**src/rtl/lab4_net_router_output_ctrl.sv**
```systemverilog
// Ring-router output-port controller: round-robin grant among west/terminal/east, gated by downstream credits.
// Optional counters are built when LAB4_NET_ROUTER_OUTPUT_CTRL_STATS_EN is defined.
module lab4_net_router_output_ctrl #(
    parameter int p_num_credits    = 2,
    parameter int p_num_free_nbits = 2
) (
    input  logic                        clk,
    input  logic                        reset,
    input  logic [2:0]                  reqs,
    output logic [2:0]                  grants,
    output logic [1:0]                  xbar_sel,
    output logic                        out_val,
    input  logic                        credit_ret,
    output logic [p_num_free_nbits-1:0] num_free,
    output logic                        credit_err,
    output logic [15:0]                 stat_grants,
    output logic [15:0]                 stat_stalls
);

    localparam logic [p_num_free_nbits-1:0] CRED_MAX = p_num_free_nbits'(p_num_credits);
    localparam logic [p_num_free_nbits-1:0] CRED_ONE = p_num_free_nbits'(1);

    logic [2:0]                  prio;
    logic [p_num_free_nbits-1:0] credits;
    logic [1:0]                  prio_idx;
    logic [2:0]                  cand;
    logic [1:0]                  win;
    logic                        found;

    assign prio_idx = prio[1] ? 2'd1 : (prio[2] ? 2'd2 : 2'd0);

    // Circular scan starting at the priority pointer; first requester found wins.
    always_comb begin
        cand  = 3'd0;
        win   = 2'd0;
        found = 1'b0;
        for (int k = 0; k < 3; k++) begin
            cand = {1'b0, prio_idx} + 3'(k);
            if (cand >= 3'd3) cand = cand - 3'd3;
            if (!found && reqs[cand[1:0]]) begin
                found = 1'b1;
                win   = cand[1:0];
            end
        end
    end

    always_comb begin
        grants   = 3'b000;
        xbar_sel = 2'd0;
        out_val  = 1'b0;
        if (reset && credits != '0 && found) begin
            grants   = 3'b001 << win;
            xbar_sel = win;
            out_val  = 1'b1;
        end
    end

    always_ff @(posedge clk) begin
        if (!reset) begin
            prio       <= 3'b001;
            credits    <= CRED_MAX;
            credit_err <= 1'b0;
        end else begin
            if (out_val)
                prio <= {grants[1:0], grants[2]};
            if (out_val && !credit_ret)
                credits <= credits - CRED_ONE;
            else if (!out_val && credit_ret) begin
                // A return with the queue already fully credited is a protocol error; saturate.
                if (credits == CRED_MAX)
                    credit_err <= 1'b1;
                else
                    credits <= credits + CRED_ONE;
            end
        end
    end

    assign num_free = credits;

`ifdef LAB4_NET_ROUTER_OUTPUT_CTRL_STATS_EN
    logic [15:0] grant_cnt;
    logic [15:0] stall_cnt;

    always_ff @(posedge clk) begin
        if (!reset) begin
            grant_cnt <= 16'd0;
            stall_cnt <= 16'd0;
        end else begin
            if (out_val && grant_cnt != 16'hFFFF)
                grant_cnt <= grant_cnt + 16'd1;
            if (reqs != 3'b000 && credits == '0 && stall_cnt != 16'hFFFF)
                stall_cnt <= stall_cnt + 16'd1;
        end
    end

    assign stat_grants = grant_cnt;
    assign stat_stalls = stall_cnt;
`else
    assign stat_grants = 16'd0;
    assign stat_stalls = 16'd0;
`endif

endmodule

```
**config.mk**
```make
export PLATFORM = sky130hd
export DESIGN_NAME = lab4_net_router_output_ctrl
export DESIGN_NICKNAME = d
export VERILOG_FILES = /design/src/rtl/lab4_net_router_output_ctrl.sv
export SDC_FILE = /design/constraint.sdc
export NUM_CORES = 1
export LEC_CHECK = 0
export ABC_AREA = 1
export BUFFER_PORTS_ARGS = -buffer_cell sky130_fd_sc_hd__buf_2
export CAP_MARGIN = 5
export CORE_UTILIZATION = 41
export DETAILED_ROUTE_END_ITERATION = 6
export GPL_TIMING_DRIVEN = 0
export PLACE_DENSITY = 0.79
export SYNTH_ARGS = -nofsm -noshare
export SYNTH_HDL_FRONTEND = slang
export SYNTH_SLANG_ARGS = --single-unit
export TNS_END_PERCENT = 30
```
**constraint.sdc**
```tcl
create_clock -name clk -period 2 [get_ports clk]
set_input_delay 0.1 -clock clk [delete_from_list [all_inputs] [get_ports clk]]
set_output_delay 0.1 -clock clk [all_outputs]
set_load 0.005 [all_outputs]
```
==> impl_metrics.env <==
export IMPL_status="finished with violations"
export IMPL_violations="design-rule violations"
export IMPL_power_density_nw_per_um2=841.0
export IMPL_synth_distinct_cells=19
export IMPL_wl_per_cell_um=7.859
export IMPL_comb_power_share=0.630
export IMPL_crit_type="reg -> reg"
export IMPL_cts_buffer_depth=2
export IMPL_syn_avg_cell_area_um2=6.721
export IMPL_clock_root_buffer="clkbuf_4"
export IMPL_postSynthCellCount=105
export IMPL_place_ws_ns=0.1461
export IMPL_dieHeight_um=43.49
export IMPL_grt_pass1_wl_um=2063
export IMPL_tritoncts="built"
export IMPL_maxCapViolations=0
export IMPL_cts_clk_slew_worst_paths_ns=0.05
export IMPL_gp_congestion=0.7191
export IMPL_crit_path_frequent_cell="nand2_1"
export IMPL_power_frac_seq=0.218
export IMPL_rows=14
export IMPL_numCtsBuffers=3
export IMPL_rsz0062_at_grt="false"
export IMPL_dr_first_iter_drc_count=15
export IMPL_routed_wl_um=1336
export IMPL_skew_ns=0.002902
export IMPL_ys_top_cells_by_area="buf_4 34%, dfxtp_1 14%, nand2_1 9.0%, nand3_2 7.1%, inv_1 5.9%"
export IMPL_synth_top_area_frac=0.3404
export IMPL_cp_data_required_time_ns=2.12
export IMPL_slew_violations=0
export IMPL_grt_usage=0.1364
export IMPL_nets=163
export IMPL_place_hpwl_um=1109
export IMPL_cts_sinks=5
export IMPL_power_share_clock=0.152
export IMPL_layout_common_cells="32 x buf_4, 32 x conb_1, 17 x nand2_1"
export IMPL_grt_pass1_vias=534
export IMPL_synth_seq_cells=5
export IMPL_via_count=677
export IMPL_intPower_uw=414.0
export IMPL_antenna_found_initial=0
export IMPL_via_per_inst=3.982
export IMPL_firstDrtPassIters=6
export IMPL_switching_share=0.4761
export IMPL_yosysTopAreaCell="buf_4"
export IMPL_drc=4
export IMPL_hold_path_class="in -> reg"
export IMPL_cp_end_kind="flip-flop"
export IMPL_final_hold_violation_count=0
export IMPL_critPathBufInv=1
export IMPL_die_area_um2=1891
export IMPL_clock_latency_ns=0.24
export IMPL_setup_viol=0
export IMPL_fillers=150
export IMPL_crit_path_cell_trace="nor2_2, nand2_1, nand3_2, nor2_4, nand2_2, nand2_4, ha_1, inv_1, nand2_1, o21ai_0, nand3_1"
export IMPL_layout_drive_gt1_share=0.4416
export IMPL_diodes=0
export IMPL_ant_nets=0
export IMPL_overflow=0
export IMPL_yosysSeqAreaShare=0.1418
export IMPL_p_total_uw=790.2
export IMPL_start_kind="flip-flop"
export IMPL_grt_max_degree=8
export IMPL_switchingPower_uw=376.2
export IMPL_cp_arrival_ns=1.89
export IMPL_cp_slowest_cell="dfxtp_1"
export IMPL_power_leakage_uw=0.0006265
export IMPL_cp_top_family="simple AND/OR/NAND/NOR gates"
export IMPL_finalWorstSetupSlack_ns=0.2310
export IMPL_path_max_fanout=7
export IMPL_critPathMaxStageDelay_ns=0.36
export IMPL_start_util=0.4526
export IMPL_core_area_um2=1559
export IMPL_yosysWarningCount=0
export IMPL_syn_area_um2=705.7
export IMPL_fmax_mhz=565.3
export IMPL_period_minus_slack_ns=1.769
export IMPL_cts_hold_buf=0
export IMPL_ir_drop_mv=0.3909
export IMPL_min_period_over_period=0.8845
export IMPL_io_pins=47
export IMPL_cts_max_level=1
export IMPL_chipWidth_um=43.49
export IMPL_fin_tns_setup_ns=0
export IMPL_area_growth_pct=33.16
export IMPL_portBuffers=14
[path summary, 6_finish.rpt]
path | start | end | slack [ns] | cells past startpoint
max | prio[2]$_SDFFE_PN0P_ | num_free[1]$_SDFFE_PN1P_ | 0.23 | 11
min reg2reg | credit_err$_SDFFE_PN0P_ | credit_err$_SDFFE_PN0P_ | 0.46 | 2
max reg2reg | prio[2]$_SDFFE_PN0P_ | num_free[1]$_SDFFE_PN1P_ | 0.23 | 11
min | reset | num_free[1]$_SDFFE_PN1P_ | 0.08 | 2
[final cells by class]
class / count / area, um^2 / share of cell area
Multi-Input combinational cell: 84 / 425.4 / 0.4527
Buffer: 32 / 240.2 / 0.2557
Sequential cell: 5 / 101.3 / 0.1079
Timing Repair Buffer: 14 / 70.07 / 0.07457
Inverter: 15 / 56.30 / 0.05992
Clock buffer: 4 / 26.28 / 0.02796
Tap cell: 16 / 20.02 / 0.02130
[cell families (layout without fill, tap and decap cells)]
group                    after synthesis  in the layout  share of synthesized area
AO/OA/AOI/OAI                         11             11                    0.09397
AND/OR/NAND/NOR                       39             39                     0.3032
other                                  1             32                   0.005314
adder cells (fa/ha/maj)                2              2                    0.03546
flip-flops                             5              5                     0.1418
buffers and inverters                 47             65                     0.4202
[layer usage]
layer / wire [um] / vias up / track usage
li1: - / 360 / -
met1: 542 / 290 / 0.1578
met2: 718 / 27 / 0.2636
met3: 76 / 0 / 0
met4: 0 / 0 / 0.05625
met5: 0 / - / 0
[cell usage after synthesis]
library cell  count
buf_4            32
nand2_1          17
inv_1            11
a21oi_1           6
dfxtp_1           5
nand3_1           5
nand3_2           5
inv_2             4
nand2_2           4
nor2_1            4
o21ai_0           3
ha_1              2
a21oi_2           1
a31oi_2           1
conb_1            1
nand2_4           1
nand4_1           1
nor2_2            1
nor2_4            1
[power by group through the flow]
stage	combinational, uW	clock, uW	sequential [uW]
finish	498	120	172
global route	561	123	177
CTS	496	119	169
detailed placement	492	0	170
global placement	476	0	169
floorplan	381	0	165
[repair_timing]
action                                  4_1_cts  5_1_grt
resized for setup                             0        1
setup buffers                                 0        0
endpoints found under the setup margin        0        1
[worst reg2reg max path: stages (launching register included)]
cell	delay [ns]
dfxtp_1	0.36
nor2_2	0.22
nand2_1	0.10
nand3_2	0.10
nor2_4	0.05
nand2_2	0.07
nand2_4	0.07
ha_1	0.32
inv_1	0.07
nand2_1	0.06
o21ai_0	0.14
nand3_1	0.08
[flip-flops by register name, indices dropped and copies added (netlist names)]
name,cells
credit_err,1
num_free,2
prio,2
[stage by stage]
| stage | area [um^2] | utilization | hold WS, ns | std cells |
|---|---|---|---|---|
| after global routing | 939.7 | 0.6027 | 0.08264 | 170 |
| final | 939.7 | 0.6027 | 0.07517 | 170 |
| after detailed placement | 912.1 | 0.5851 | 0.3262 | 166 |
| after global placement | 912.1 | 0.5851 | 0.3152 | 166 |
| after floorplan | 822.0 | - | 0.1847 | 136 |
| after CTS | 938.4 | 0.6019 | 0.07487 | 170 |
(Power assumes the default switching activity.)
